<file path="src/rtl/delay_15_pkg.sv">
// Shared constants and FSM state type for the delay_15 measurement block.
package delay_15_pkg;
  localparam int MAX_DELAY = 15;
  localparam int DELAY_W   = 4;

  typedef enum logic [1:0] {IDLE, FILL, SEARCH, DONE} meas_state_t;
endpackage

</file>
<file path="src/rtl/delay_15_tap_cnt.sv">
// One candidate delay: counts consecutive cycles where echo equals the
// delayed reference bit, saturating at WINDOW; hit flags a full window.
module delay_15_tap_cnt #(
  parameter int WINDOW = 16
) (
  input  logic clk,
  input  logic rst_n,
  input  logic hist_bit,
  input  logic echo,
  input  logic en,
  input  logic clr,
  output logic hit
);
  localparam int CW = $clog2(WINDOW + 1);

  logic [CW-1:0] cnt;

  always_ff @(posedge clk or negedge rst_n) begin
    if (!rst_n)
      cnt <= '0;
    else if (clr)
      cnt <= '0;
    else if (en) begin
      if (hist_bit != echo)
        cnt <= '0;
      else if (cnt != CW'(WINDOW))
        cnt <= cnt + CW'(1);
    end
  end

  assign hit = (cnt == CW'(WINDOW));
endmodule

</file>
<file path="src/rtl/delay_15_measure.sv">
// Finds the single delay 1..15 at which echo_i tracks ref_i for WINDOW cycles.
// Optional ambig_o output is enabled by defining DELAY_15_MEASURE_AMBIG_EN.
module delay_15_measure
  import delay_15_pkg::*;
#(
  parameter int WINDOW  = 16,
  parameter int TIMEOUT = 255
) (
  input  logic               clk_i,
  input  logic               rst_ni,
  input  logic               start_i,
  input  logic               ref_i,
  input  logic               echo_i,
  output logic               busy_o,
  output logic               done_o,
  output logic               found_o,
  output logic [DELAY_W-1:0] delay_o
`ifdef DELAY_15_MEASURE_AMBIG_EN
  , output logic             ambig_o
`endif
);
  localparam int TW = $clog2(TIMEOUT + 1);

  meas_state_t              state, nx_state;
  logic [MAX_DELAY:1]       hist;
  logic [MAX_DELAY:1]       hit;
  logic [3:0]               fill_cnt;
  logic [TW-1:0]            tcnt;
  logic                     lock, multi, tmo, finish;
  logic [DELAY_W-1:0]       lock_d;
  logic                     busy_nx, done_nx;

  always_ff @(posedge clk_i or negedge rst_ni) begin
    if (!rst_ni) hist <= '0;
    else         hist <= {hist[MAX_DELAY-1:1], ref_i};
  end

  for (genvar g = 1; g <= MAX_DELAY; g++) begin : g_tap
    delay_15_tap_cnt #(.WINDOW(WINDOW)) u_tap (
      .clk      (clk_i),
      .rst_n    (rst_ni),
      .hist_bit (hist[g]),
      .echo     (echo_i),
      .en       (state == SEARCH),
      .clr      (state != SEARCH),
      .hit      (hit[g])
    );
  end

  // Lock needs exactly one full window; several at once means ambiguity.
  assign multi = (hit & (hit - MAX_DELAY'(1))) != '0;
  assign lock  = (hit != '0) && !multi;
  assign tmo   = (tcnt == TW'(TIMEOUT));
  assign finish = lock || tmo;

  always_comb begin
    lock_d = '0;
    for (int k = 1; k <= MAX_DELAY; k++)
      if (hit[k]) lock_d = DELAY_W'(k);
  end

  always_ff @(posedge clk_i or negedge rst_ni) begin
    if (!rst_ni) state <= IDLE;
    else         state <= nx_state;
  end

  always_comb begin
    nx_state = state;
    case (state)
      IDLE:    if (start_i)          nx_state = FILL;
      FILL:    if (fill_cnt == 4'd0) nx_state = SEARCH;
      SEARCH:  if (finish)           nx_state = DONE;
      DONE:                          nx_state = IDLE;
      default:                       nx_state = IDLE;
    endcase
  end

  always_comb begin
    busy_nx = (nx_state == FILL) || (nx_state == SEARCH);
    done_nx = (nx_state == DONE);
  end

  // Fill runs 15 cycles so every tap sees post-start reference data.
  always_ff @(posedge clk_i or negedge rst_ni) begin
    if (!rst_ni) begin
      fill_cnt <= '0;
      tcnt     <= '0;
    end else begin
      if (state == IDLE && start_i)        fill_cnt <= 4'd14;
      else if (state == FILL && fill_cnt != 4'd0) fill_cnt <= fill_cnt - 4'd1;
      if (state == FILL)                   tcnt <= '0;
      else if (state == SEARCH && !tmo)    tcnt <= tcnt + TW'(1);
    end
  end

  always_ff @(posedge clk_i or negedge rst_ni) begin
    if (!rst_ni) begin
      busy_o  <= 1'b0;
      done_o  <= 1'b0;
      found_o <= 1'b0;
      delay_o <= '0;
    end else begin
      busy_o <= busy_nx;
      done_o <= done_nx;
      if (state == IDLE && start_i) begin
        found_o <= 1'b0;
        delay_o <= '0;
      end else if (state == SEARCH && finish) begin
        found_o <= lock;
        delay_o <= lock ? lock_d : '0;
      end
    end
  end

`ifdef DELAY_15_MEASURE_AMBIG_EN
  always_ff @(posedge clk_i or negedge rst_ni) begin
    if (!rst_ni)                         ambig_o <= 1'b0;
    else if (state == IDLE && start_i)   ambig_o <= 1'b0;
    else if (state == SEARCH && finish)  ambig_o <= !lock && multi;
  end
`endif
endmodule
</file>
<file path="config.mk">
export PLATFORM = sky130hd
export DESIGN_NAME = delay_15_measure
export DESIGN_NICKNAME = d
export VERILOG_FILES = /design/src/rtl/delay_15_pkg.sv /design/src/rtl/delay_15_tap_cnt.sv /design/src/rtl/delay_15_measure.sv
export SDC_FILE = /design/constraint.sdc
export NUM_CORES = 1
export LEC_CHECK = 0
export CORE_MARGIN = 8
export CORE_UTILIZATION = 40
export CTS_CLUSTER_SIZE = 30
export DETAILED_ROUTE_END_ITERATION = 6
export GPL_TIMING_DRIVEN = 0
export HOLD_SLACK_MARGIN = 0.02
export SLEW_MARGIN = 20
export SYNTH_ARGS = -nofsm -noshare
export SYNTH_HDL_FRONTEND = slang
export SYNTH_SLANG_ARGS = --single-unit
</file>
<file path="constraint.sdc">
create_clock -name clk_i -period 4.03 [get_ports clk_i]
set_input_delay 0.806 -clock clk_i [delete_from_list [all_inputs] [get_ports clk_i]]
set_output_delay 0.806 -clock clk_i [all_outputs]
set_load 0.1 [all_outputs]
</file>
==> impl_summary.md, run 1 <==
Synthesis
A synthesized cell averages 10.4 um2. The distinct cell type count of the synthesized netlist is 44. The cell count after synthesis is 539. After synthesis, the share of flip-flops with an asynchronous set or reset is 100%. The Yosys step of the flow raised 0 warnings. The most common flop cell mapped by yosys is sky130_fd_sc_hd__dfrtp_1. Of the post-synthesis cell area, the dominant cell type holds 49.7%.

The commonest cells after synthesis are sky130_fd_sc_hd__dfrtp_1 (111), sky130_fd_sc_hd__nor2_1 (67), sky130_fd_sc_hd__xnor2_1 (47). The post-synthesis cell type with the largest combined area is sky130_fd_sc_hd__dfrtp_1. The sequential cell area fraction in the yosys report is 49.7%. Counting flops with a built-in enable in the synthesized netlist gives 0. The total nets after synthesis is 577. Synthesis inferred 111 register bits. The area of the mapped netlist is 0.00559 mm2.

After synthesis, the cell types taking the most area are sky130_fd_sc_hd__dfrtp_1 (50%), sky130_fd_sc_hd__ha_1 (7.4%), sky130_fd_sc_hd__xnor2_1 (7.4%). sky130_fd_sc_hd__dfrtp_1 is the most common cell in the netlist.

Clock tree
The TritonCTS buffer count is 9. The clock-pin slew reported for the worst setup and hold paths after clock tree synthesis is 70 ps. The post-cts hold buffer count is 0. The maximum level of the CTS H-tree is 3. TritonCTS built the clock tree. In this run the post-CTS setup repair buffer count came out at 0. The latest clock arrival within the worst-skew pair is 350 ps. The tree is rooted in a sky130_fd_sc_hd__clkbuf_16. The number of gates resized after cts is 0. The clock passes through at most 2 buffers. For this design, the sink count on the clock tree is 111.

Power and ir drop
For this design the ratio of total power to cell area is 593 mW/mm2. The leakage power figure is 2.75 nW. The worst-case vdd ir drop is 0.000275 V.

Die
Once the floorplan was initialized, standard cells occupied 40.6% of the core. The row count is 43. The area inside the core boundary is 0.0138 mm2. The overall die height is 134 um.

In this run the count of I/O pins placed on the die edge is 12. The floorplan step defined a die boundary enclosing 0.0180 mm2. The x dimension of the die is 134 um.

Worst setup path
The critical path goes through clkdlybuf4s50_1. Of all nets on the critical path, the largest fanout is 2. The launching element type of the critical path is a flip-flop. The number of cells on the worst reg-to-reg path is 10. In this run the critical register-to-register path is launched from g_tap[12].u_tap.cnt[0].

The worst setup slack for register-to-register paths is 1510 ps. The critical path in this run is classified as flip-flop to output port. The worst flop-to-flop path endpoint is busy_o. The slowest stage of the critical path belongs to the cell sky130_fd_sc_hd__clkdlybuf4s50_1.

The number of buffer and inverter instances along the worst setup path is 1. The required time at the endpoint of the critical path is 3220 ps. The worst setup path is captured at an output port. Broken down by cell family, the worst path's largest delay share belongs to buffers and inverters. In this design, the stage delay of the slowest critical-path cell is 1140 ps. The arrival time at the worst endpoint is 1870 ps.

Run status
The flow ran to the end, and the final reports show no timing, DRC or antenna violations.

Detailed routing
For this block, the initial DRC count from the detailed router was 211. For this run, design rule violations remaining after detail routing come to 0. Once detail routing completed, the nets flagged for antenna violations numbered 0. The number of vias after detailed routing is 3,710. Dividing the detail-routed via count by the number of cells gives 4.97. Before antenna repair, the detailed router went through 4 iterations. The routed wirelength normalized by instance count is 13.2 um. The routed wire length is 9840 um.

Timing
The number of endpoints failing setup at the final stage is 0. The worst clock skew on the final layout is 7.01 ps. The transition time of the tightest slew-check pin is 973 ps. The count of pins over their slew limit was 0. After layout, the worst path uses 66.3% of the clock period. Setup repair after global routing left no endpoint under its margin. For this run, the top clock speed supported by timing is 0.374 GHz. Headroom to the max-slew limit came out at 34.9%. The number of hold violations in the final report came to 0.

The worst slack on hold paths is 380 ps. Counting I/O delays and the setup requirement, the final critical path takes 2670 ps.

Cells and area
The number of nets at the end of the flow is 599. The final cell utilization of the core is 45.5%. The number of antenna diodes in the final layout is 0. The share of final-layout standard cells stronger than drive strength 1 is 6.36%. The synthesis-to-layout area growth is 12.1%. The number of filler cells placed in the layout is 1,321.

Placed design
The number of port buffers is 10. The half-perimeter wire length after detailed placement is 6960 um. The final RePlAce weighted congestion is 0.755.

Global routing
The number of global-route vias before repair is 3,781. The initial antenna violation count is 0. Global routing used 12.0% of the available tracks across all layers. Entering global routing, the biggest net connects 64 pins. Summed over all layers, the global routing overflow is 0. The first global-routing pass estimated 17,600 um of wire.

Hold path
The kind of path behind the tightest hold check is input port to async pin.

Run
Across the run, the number of max-cap violations was 0.
==> report_power, final <==
group | switching (mW) | leakage (nW) | internal, mW
clock network | 0.400 | 0.162 | 0.560
registers | 0.206 | 1.46 | 1.35
logic | 0.784 | 1.12 | 0.421
total | 1.39 | 2.75 | 2.33
==> how the worst max path moves through the flow <==
| stage | depth (start not counted) | to | start | slack [ps] |
|---|---|---|---|---|
| after global placement | 1 | g_tap[2].u_tap.cnt[3] | rst_ni | -2120 |
| after global routing | 1 | delay_o[3] | delay_o[3] | 1290 |
| after detailed placement | 5 | g_tap[12].u_tap.cnt[2] | echo_i | 1500 |
| after CTS | 1 | delay_o[3] | delay_o[3] | 1340 |
| after floorplan | 10 | busy_o | g_tap[6].u_tap.cnt[0] | 1860 |
| final | 1 | delay_o[3] | delay_o[3] | 1360 |
==> through the flow <==
stage / setup WS, ps / instances / power [mW] / setup TNS (ps) / area (um2)
2_1_floorplan: 1860 / 539 / 2.45 / 0 / 5590
3_3_place_gp: -2120 / 729 / 2.73 / -233580 / 5910
3_5_place_dp: 1500 / 730 / 2.79 / 0 / 5940
4_1_cts: 1340 / 746 / 3.77 / 0 / 6260
5_1_grt: 1290 / 746 / 3.99 / 0 / 6260
6_report: 1360 / 746 / 3.72 / 0 / 6260
==> flip-flops by register name, summed over array words and instances (netlist names) <==
register / count
state: 2
g_tap.u_tap.cnt: 75
done_o: 1
fill_cnt: 4
delay_o: 4
hist: 15
busy_o: 1
found_o: 1
tcnt: 8
==> cells in the final DEF, fill, tap and decap left out, types with 11 or more instances in the layout <==
master	count
sky130_fd_sc_hd__dfrtp_1	111
sky130_fd_sc_hd__ha_1	33
sky130_fd_sc_hd__inv_1	35
sky130_fd_sc_hd__mux2i_1	18
sky130_fd_sc_hd__nand2_1	43
sky130_fd_sc_hd__nand3_1	37
sky130_fd_sc_hd__nor2_1	67
sky130_fd_sc_hd__nor3_1	28
sky130_fd_sc_hd__nor4bb_1	11
sky130_fd_sc_hd__xnor2_1	47
sky130_fd_sc_hd__xor2_1	31
==> cells by family (layout without fill, tap and decap cells) <==
kind of cell    after synthesis  after routing  synth area share, %
simple gates                212            212                 19.4
flops                       111            111                 49.7
xor+xnor                     78             78                 12.2
buf+inv                      53             80                 4.03
fa+ha+maj                    34             34                 7.59
compound gates               33             33                 3.83
mux                          18             18                 3.22
==> area by class of cell <==
cell class | instances | area [um2] | area share, %
Sequential cell | 111 | 2780 | 44.3
Multi-Input combinational cell | 375 | 2580 | 41.3
Clock buffer | 10 | 239 | 3.81
Tap cell | 180 | 225 | 3.59
Inverter | 35 | 131 | 2.10
Timing Repair Buffer | 11 | 129 | 2.06
Buffer | 18 | 93.8 | 1.50
Clock inverter | 6 | 83.8 | 1.34
==> per-layer routing <==
metal	up-vias	GRT usage (%)	wire, um
met5	-	0	0
li1	1833	-	-
met4	0	3.49	116
met3	12	4.04	386
met2	42	19.6	4500
met1	1823	14.7	4840
Note: power is estimated with default switching activity, not from simulation.
==> run 2: changes to the inputs <==
==> constraint.sdc (replaced) <==
create_clock -name clk_i -period 2.5 [get_ports clk_i]
set_input_delay 0.5 -clock clk_i [delete_from_list [all_inputs] [get_ports clk_i]]
set_output_delay 0.5 -clock clk_i [all_outputs]
set_load 0.1 [all_outputs]
==> run 2 against run 1 <==
First-iteration DRC count is 8.1% lower. Critical path depth stayed put. Worst hold slack worse by 300 ps. Flip-flop and latch count unchanged. Wire length grew 0.20%. Utilization grew 0.23 points. Power up 61%. Critical path type unchanged. Critical endpoint unchanged. Largest cell class unchanged. Largest power group unchanged.
==> impl_summary.md, run 2 (synthesis results as in run 1) <==
Run status
The run finished with clean final reports.

Timing
The transition time of the tightest slew-check pin is 973 ps (-0.000119 ps). The number of endpoints failing setup at the final stage is 0 (unchanged). Dividing the final minimum period by the clock period gives 94.7%. The highest achievable clock rate is 0.423 GHz.

The count of pins over their slew limit came to 0 (unchanged). After layout, the minimum clock period comes to 2370 ps. The worst slack on hold paths was 75.3 ps (-305 ps). The worst clock skew on the final layout is 6.86 ps (-0.143 ps). The number of hold violations in the final report was 0 (unchanged). The total negative slack is 0 ps (unchanged). The remaining max-slew budget at the tightest pin is 34.9% (unchanged). Setup repair after global routing left no endpoint under its margin.

Power and ir drop
The switching power share of the total is 37.4% (about the same). The total internal power is 3.75 mW (+61%). The sequential fraction of design power is 41.8% (about the same). The worst-case vdd ir drop is 0.000443 V (+61%).

The part of the power in the clock network was 25.8% (about the same). The leakage power figure is 2.78 nW (+1.1%). The switching power is 2.24 mW (+61%).

The overall power consumption is 6.00 mW (+61%). The power density normalized to cell area is 952 mW/mm2 (+61%). The part of the power in combinational logic came to 32.5% (about the same).

Detailed routing
The routed wirelength normalized by instance count is 13.2 um (about the same). The number of vias after detailed routing is 3,713 (+0.081%). The routed wire length is 9860 um (+0.20%). The first-pass iteration count of the detailed router is 4 (unchanged). The number of DRC violations after detailed routing is 0 (unchanged). The number of vias per cell is 4.96 (-0.19%).

The number of nets with antenna violations after detailed routing is 0 (unchanged). The violation count after the first detailed-route iteration is 194 (-8.1%).

Run
The max-cap violation count is 0 (unchanged).

Global routing
The wire length of the first global-routing pass was 17,600 um (unchanged). The sum of overflow across all layers after global routing came to 0 (unchanged). The largest net degree at the start of global routing is 64 (unchanged).

The number of global-route vias before repair is 3,781 (unchanged). The all-layer global routing usage is 12.0% (unchanged). The initial antenna violation count is 0 (unchanged).

Worst setup path
The kind of cell adding the most delay to the critical path is buffers and inverters. The required time at the endpoint of the critical path is 2000 ps (-1220 ps). The number of buffer and inverter instances along the worst setup path was 1 (unchanged). Traced cell by cell, the critical path runs through clkdlybuf4s50_1. On the critical path, the stage with the largest delay is an instance of sky130_fd_sc_hd__clkdlybuf4s50_1. The maximum fanout count along the critical path is 2 (unchanged).

The largest incremental delay on the critical path was 1140 ps (about the same). The worst setup path is captured at an output port. The critical setup path kind is flip-flop to output port.

The worst setup path is launched from a flip-flop. The arrival time at the worst endpoint is 1870 ps (about the same).

Cells and area
In the layout the commonest cells are sky130_fd_sc_hd__dfrtp_1 (111), sky130_fd_sc_hd__nor2_1 (67), sky130_fd_sc_hd__xnor2_1 (47), sky130_fd_sc_hd__nand2_1 (43), sky130_fd_sc_hd__nand3_1 (37). The number of flip-flops in the largest register was 75 (unchanged). The largest registers in the layout are g_tap.u_tap.cnt (75), hist (15), tcnt (8). The library cell used most frequently in the layout, excluding fill and tap cells, is sky130_fd_sc_hd__dfrtp_1. The number of standard cells in the layout, taps in and fillers out is 748 (+0.27%). The synthesis-to-layout area growth is 12.7%.

The share of final-layout standard cells stronger than drive strength 1 is 7.92% (+1.6 points). The final cell utilization of the core came to 45.7% (+0.23 points). The number of nets at the end of the flow is 601 (+0.33%). The final antenna diode count is 0 (unchanged). g_tap.u_tap.cnt holds more flip-flops than any other register.

Clock tree
The TritonCTS buffer count is 9 (unchanged). The clock-pin slew reported for the worst setup and hold paths after clock tree synthesis is 70 ps (about the same). The clock sink count is 111 (unchanged). The root buffer cell is sky130_fd_sc_hd__clkbuf_16. The maximum number of buffers from clock root to sink is 2 (unchanged). The maximum level of the CTS H-tree is 3 (unchanged).

The latest clock arrival within the worst-skew pair is 350 ps (about the same). The TritonCTS clock tree is built.

Placed design
The half-perimeter wire length after detailed placement came to 6960 um (unchanged). The number of cells in the design after placement is 730 (unchanged). The number of port buffers is 10 (unchanged). The final RePlAce weighted congestion was 0.755 (unchanged).

Die
The row count is 43 (unchanged). The area inside the core boundary was 0.0138 mm2 (unchanged). The starting density of the core is 40.6% (unchanged). The overall die height is 134 um (unchanged). The x dimension of the die is 134 um (unchanged).

The top-level I/O count is 12 (unchanged). The die footprint was 0.0180 mm2 (unchanged).

Hold path
The kind of path behind the tightest hold check is input port to async pin.
-- run 2: routing by layer --
layer | up-vias | track usage, % | wire length [um] | part of all wire [%]
met1 | 1816 | 14.7 | 4790 | 49
met5 | - | 0 | 0 | 0
met3 | 12 | 4.04 | 406 | 4.1
met2 | 42 | 19.6 | 4550 | 46
li1 | 1843 | - | - | -
met4 | 0 | 3.49 | 116 | 1.2
-- run 2: stage by stage --
step | worst slack (ps) | instance area (um2)
finish | 133 | 6300
global route | 2.48 | 6300
CTS | 4.72 | 6270
detailed placement | -9.43 | 5940
global placement | -3340 | 5910
floorplan | 330 | 5590
-- run 2: repair_timing --
| action | 4_1_cts | 5_1_grt |
|---|---|---|
| hold buffers | 0 | 0 |
| gates resized for setup | 1 | 12 |
| pin swaps | 0 | 2 |
| endpoints found under the setup margin | 1 | 2 |
| buffers inserted | 0 | 2 |
-- run 2: path summary, 6_finish.rpt --
| check | start | endpoint | slack [ps] | depth (start not counted) |
|---|---|---|---|---|
| max | delay_o[3] | delay_o[3] | 130 | 1 |
| min in group clk_i | hist[2] | hist[3] | 390 | 0 |
| min | rst_ni | g_tap[15].u_tap.cnt[2] | 80 | 1 |
| min reg2reg | hist[2] | hist[3] | 390 | 0 |
| max in group asynchronous | rst_ni | g_tap[5].u_tap.cnt[3] | 1760 | 2 |
| max reg2reg | g_tap[3].u_tap.cnt[0] | busy_o | 190 | 10 |
-- run 2: power groups by stage --
stage	clock network [mW]	logic, mW	registers (mW)
final	1.55	1.95	2.50
after global routing	1.68	2.19	2.56
after CTS	1.60	1.98	2.50
after detailed placement	0	1.97	2.53
after global placement	0	1.89	2.51
after floorplan	0	1.08	2.86
-- run 2: area by class of cell --
class	count	area, um2
Buffer	18	104
Tap cell	180	225
Multi-Input combinational cell	375	2590
Sequential cell	111	2780
Fill cell	1324	7480
Inverter	35	131
Clock inverter	6	83.8
Timing Repair Buffer	13	144
Clock buffer	10	239
==> run 3: changes to the inputs <==
==> constraint.sdc (replaced) <==
create_clock -name clk_i -period 2.5 [get_ports clk_i]
set_input_delay 0.5 -clock clk_i [delete_from_list [all_inputs] [get_ports clk_i]]
set_output_delay 0.5 -clock clk_i [all_outputs]
set_load 0.01 [all_outputs]
==> results of run 3 <==
The final DEF is identical to that of run 2. Status: complete, no violations.
Main changes from that run: setup slack after layout 133 ps -> 189 ps; start point of the critical path delay_o[3] -> g_tap[3].u_tap.cnt[0]; end point of the critical path delay_o[3] -> busy_o; total power 6.00 mW -> 5.61 mW
